==> src/rtl/memory_control.sv <==
// memory_control: single-port RAM arbiter for instruction fetch and data access.
// Data requests take priority over instruction fetches. Returned RAM data is captured
// into per-requester load registers. Completion is signalled by one-cycle ready pulses,
// and combinational wait signals stall the core until then.
// Ports:
//   CLK, nRST            clock; asynchronous active-high reset
//   imemRen, imemaddr    instruction fetch request and address
//   dmmRen, dmmWen       data read/write request
//   dmmaddr, dmmstore    data address and data to write
//   ramload, busy_o      RAM read data; RAM busy (1 = access not finished)
//   Ren, Wen             RAM read/write strobes
//   ramaddr, ramstore    RAM address and write data
//   imemload, dmmload    registered instruction/data read data
//   i_ready, d_ready     one-cycle completion pulses
//   i_wait, d_wait       stall signals back to the core
module memory_control (
    input  logic        CLK,
    input  logic        nRST,
    input  logic        imemRen,
    input  logic [31:0] imemaddr,
    input  logic        dmmRen,
    input  logic        dmmWen,
    input  logic [31:0] dmmaddr,
    input  logic [31:0] dmmstore,
    input  logic [31:0] ramload,
    input  logic        busy_o,
    output logic        Ren,
    output logic        Wen,
    output logic [31:0] ramaddr,
    output logic [31:0] ramstore,
    output logic [31:0] imemload,
    output logic [31:0] dmmload,
    output logic        i_ready,
    output logic        d_ready,
    output logic        i_wait,
    output logic        d_wait
);
    typedef enum logic [1:0] {IDLE, IREQ, DREQ} state_t;

    state_t      r_state;
    logic [31:0] r_imemload;
    logic [31:0] r_dmmload;
    logic        r_i_ready;
    logic        r_d_ready;
    logic        w_dreq;
    logic        w_in_i;
    logic        w_in_d;

    assign w_dreq = dmmRen | dmmWen;
    assign w_in_i = r_state == IREQ;
    assign w_in_d = r_state == DREQ;

    always_ff @(posedge CLK or posedge nRST) begin
        if (nRST) begin
            r_state    <= IDLE;
            r_imemload <= '0;
            r_dmmload  <= '0;
            r_i_ready  <= 1'b0;
            r_d_ready  <= 1'b0;
        end else begin
            r_i_ready <= 1'b0;
            r_d_ready <= 1'b0;
            case (r_state)
                IDLE: r_state <= w_dreq ? DREQ : (imemRen ? IREQ : IDLE);
                IREQ: begin
                    if (!imemRen) begin
                        r_state <= IDLE;
                    end else if (!busy_o) begin
                        r_imemload <= ramload;
                        r_i_ready  <= 1'b1;
                        r_state    <= IDLE;
                    end
                end
                DREQ: begin
                    if (!w_dreq) begin
                        r_state <= IDLE;
                    end else if (!busy_o) begin
                        // writes complete without touching the data load register
                        if (!dmmWen) r_dmmload <= ramload;
                        r_d_ready <= 1'b1;
                        r_state   <= IDLE;
                    end
                end
                default: r_state <= IDLE;
            endcase
        end
    end

    // strobes derive from the state register, so an async reset drops them at once
    assign Ren      = w_in_i | (w_in_d & ~dmmWen);
    assign Wen      = w_in_d & dmmWen;
    assign ramaddr  = w_in_i ? imemaddr : (w_in_d ? dmmaddr : '0);
    assign ramstore = Wen ? dmmstore : '0;
    assign imemload = r_imemload;
    assign dmmload  = r_dmmload;
    assign i_ready  = r_i_ready;
    assign d_ready  = r_d_ready;
    assign i_wait   = imemRen & ~r_i_ready;
    assign d_wait   = w_dreq & ~r_d_ready;
endmodule

==> config.mk <==
export PLATFORM = sky130hd
export DESIGN_NAME = memory_control
export DESIGN_NICKNAME = d
export VERILOG_FILES = /design/src/rtl/memory_control.sv
export SDC_FILE = /design/constraint.sdc
export NUM_CORES = 1
export LEC_CHECK = 0
export CAP_MARGIN = 0
export CORE_MARGIN = 10
export CORE_UTILIZATION = 32
export CTS_CLUSTER_DIAMETER = 60
export CTS_CLUSTER_SIZE = 40
export DETAILED_ROUTE_END_ITERATION = 7
export PLACE_DENSITY = 0.88
export SYNTH_ARGS = -nofsm -noshare
export SYNTH_HDL_FRONTEND = slang
export SYNTH_SLANG_ARGS = --single-unit
==> constraint.sdc <==
create_clock -name CLK -period 2.4 [get_ports CLK]
set_input_delay 0.36 -clock CLK [delete_from_list [all_inputs] [get_ports CLK]]
set_output_delay 0.36 -clock CLK [all_outputs]
set_load 0.01 [all_outputs]
==> results.json, run 1 <==
{
  "p_clk_share_pct": 20.9,
  "htree_levels": 3,
  "setup_viol": 0,
  "hold_viol_final": 0,
  "reg2reg_slack_ns": 0.68,
  "top_layer": "met4",
  "antenna_left": 0,
  "hold_buffers": 0,
  "post_drt_wl_per_cell_um": 22.4,
  "fin_area_um2": 6200,
  "stdcell_count": 643,
  "overflow": 0,
  "slew_violations": 0,
  "wl_mm": 14.4,
  "fin_util_pct": 64.0,
  "synthesis.nets": 371,
  "place_ws_ns": 0.228,
  "synth_cells": 237,
  "wl_met2_mm": 7.47,
  "skew_ns": 0.0129,
  "worst_ep_arrival_time_ns": 1.92,
  "pwr-share-seq_pct": 38.4,
  "power.leakage_nw": 2.67,
  "yosysWarnings": 0,
  "io_pins": 268,
  "die_h_um": 119,
  "total_power_mw": 4.00,
  "gp_congestion": 0.846,
  "crit_path_start": "r_state[0]",
  "antenna_found_initial": 0,
  "synth_edf_count": 0,
  "r2r_end": "dmmload[2]",
  "synth_top_area_share_pct": 53.9,
  "ys_ff_latch": 68,
  "cts.clk_slew.worst_paths_ns": 0.07,
  "diodes": 0,
  "period_minus_slack_ns": 2.28,
  "endpoint": "ramaddr[25]",
  "hp-class": "in2async",
  "area.growth.synth_to_final_pct": 96.4,
  "grt_start_max_net_pins": 41,
  "cts_buffers": 9,
  "dr.first_iter.drc_count": 188,
  "vias": 3112,
  "async_flop_share_pct": 100,
  "core_region_area_um2": 9680,
  "synth.distinct_cells": 20,
  "wl_met1_mm": 5.27,
  "critPathKind": "reg2out",
  "path_cells": "nor2b_4 -> buf_12 -> a22o_1 -> clkdlybuf4s50_1",
  "dpl.cell_count": 625,
  "crit_fanout": 40,
  "dr.pass1.iters": 4,
  "clk-insertion-delay-late_ns": 0.35,
  "grt_setup_unrepaired": "false",
  "start_util_pct": 32.6,
  "maxSlewHeadroom_pct": 53.2,
  "cp_slowest_cell": "clkdlybuf4s50_1",
  "synth_common_cells": "dfrtp_1, mux2_2, a22o_1, and3_1, buf_2",
  "cts_tree": "built",
  "grt_pass1_wl_mm": 21.0,
  "clockBufferDepth": 2,
  "comb_power_share_pct": 40.7,
  "p_int_mw": 2.81,
  "tightest_slew_ns": 0.701,
  "fin_nets": 639,
  "fmax_ghz": 0.439,
  "synth_seq_area_share_pct": 53.9,
  "drv_cap": 0,
  "clockRootBuffer": "clkbuf_8",
  "place_area_um2": 5990,
  "fin_crit_sh_pct": 95.0,
  "drive_above_1_share_pct": 19.2,
  "worst_path_largest_cell_delay_ns": 0.58,
  "avgViaCountPerCell": 4.84,
  "status": "finished, final reports clean",
  "worstRegToRegCells": 4,
  "cts.sinks": 68,
  "grt_pass1_vias": 3343,
  "hpwlAfterDp_mm": 11.9,
  "remaining_drc_errors": 0,
  "dieArea_um2": 14200,
  "start_kind": "flip-flop",
  "p_per_area_nw_per_um2": 646,
  "power.switching_mw": 1.19,
  "synth_top_area_cell": "dfrtp_1",
  "cp.required_ns": 2.04,
  "io_buffers": 267,
  "holdWs_ns": 0.449,
  "yosys-top-cells-area": "dfrtp_1, mux2_2, a22o_1, and3_1, buf_2",
  "avgSynthCellArea_um2": 13.3,
  "end_kind": "output pin",
  "wl_met3_mm": 1.44,
  "reg2reg_from": "r_state[0]",
  "ir_drop_v": 0.000486,
  "ys.flop_type": "dfrtp_1",
  "synth_area_um2": 3160,
  "fin_ws_ns": 0.121,
  "finalSetupTns_ns": 0,
  "grt_usage_pct": 19.1,
  "sw_frac_of_total_pct": 29.8,
  "num_rows": 36,
  "die_x_um": 119,
  "synth_most_common_cell": "dfrtp_1"
}
layer usage:
metal  track usage [%]  up-vias
met4              5.05        0
met5                 0        -
met1              19.8     1528
met3              8.79       16
met2              34.1      163
li1                  -     1405
worst max-delay path: cells and delay by family, from the launching register on:
family | cells | cell delay (ns)
buf+inv | 2 | 0.78
flops | 1 | 0.44
simple gates | 1 | 0.18
compound gates | 1 | 0.18
placed cells by master (no fill, tap or decap), types with 2 or more instances in the layout:
master,Yosys,routed
a22o_1,32,32
nor3_1,2,2
mux2_1,2,2
and3_1,32,32
dfrtp_2,0,2
buf_12,0,4
mux2_2,62,62
inv_6,0,2
and2_1,2,2
clkdlybuf4s50_1,0,266
clkinvlp_4,0,3
buf_4,3,9
nor2_1,3,3
clkbuf_8,0,9
dfrtp_1,68,66
clkinv_2,0,2
final cells by class:
type                    count  area (um2)
clock buffers               9         124
clock inverters             7        50.0
fillers                   789        3480
inverters                   2        7.51
multi-input cells         144        1330
flip-flops and latches     68        1700
well taps                 133         166
repair buffers            280        2820
worst min-delay path by stage:
stage	from	to	slack, ns	depth (start not counted)
after global placement	dmmload[25]	dmmload[25]	0.47	1
final	nRST	dmmload[9]	0.45	2
after detailed placement	dmmload[25]	dmmload[25]	0.48	1
after CTS	nRST	dmmload[1]	0.46	2
after floorplan	r_state[1]	r_state[0]	0.46	1
after global routing	nRST	dmmload[1]	0.49	2
sequential cells by signal (all words and copies together) (netlist names):
signal    count
dmmload      32
imemload     32
r_state       2
d_ready       1
i_ready       1
kinds of logic after synthesis:
kind of cell,after synthesis,share of synthesized area [%]
AO/OA/AOI/OAI,34,9.27
buffers and inverters,25,4.40
flip-flops,68,53.9
multiplexers,64,22.8
AND/OR/NAND/NOR,46,9.59
power by group through the flow:
stage	registers [mW]	logic (mW)	clock network, mW
after global placement	1.54	1.62	0
after global routing	1.57	1.73	0.926
after floorplan	1.67	0.438	0
after CTS	1.54	1.65	0.869
after detailed placement	1.56	1.64	0
final	1.54	1.63	0.836
timing repair:
item                                    CTS  global route
gates resized for setup                   2             4
buffers inserted                          0             2
endpoints found under the setup margin   65            57
(Power assumes the default switching activity.)
==> run 2, diff against run 1 <==
--- a/config.mk
+++ b/config.mk
@@ -5,6 +5,7 @@
 export SDC_FILE = /design/constraint.sdc
 export NUM_CORES = 1
 export LEC_CHECK = 0
+export ABC_CLOCK_PERIOD_IN_PS = 2400
 export CAP_MARGIN = 0
 export CORE_MARGIN = 10
 export CORE_UTILIZATION = 32
==> results of run 2 <==
The final DEF is identical to that of run 1; final timing and power are the same.
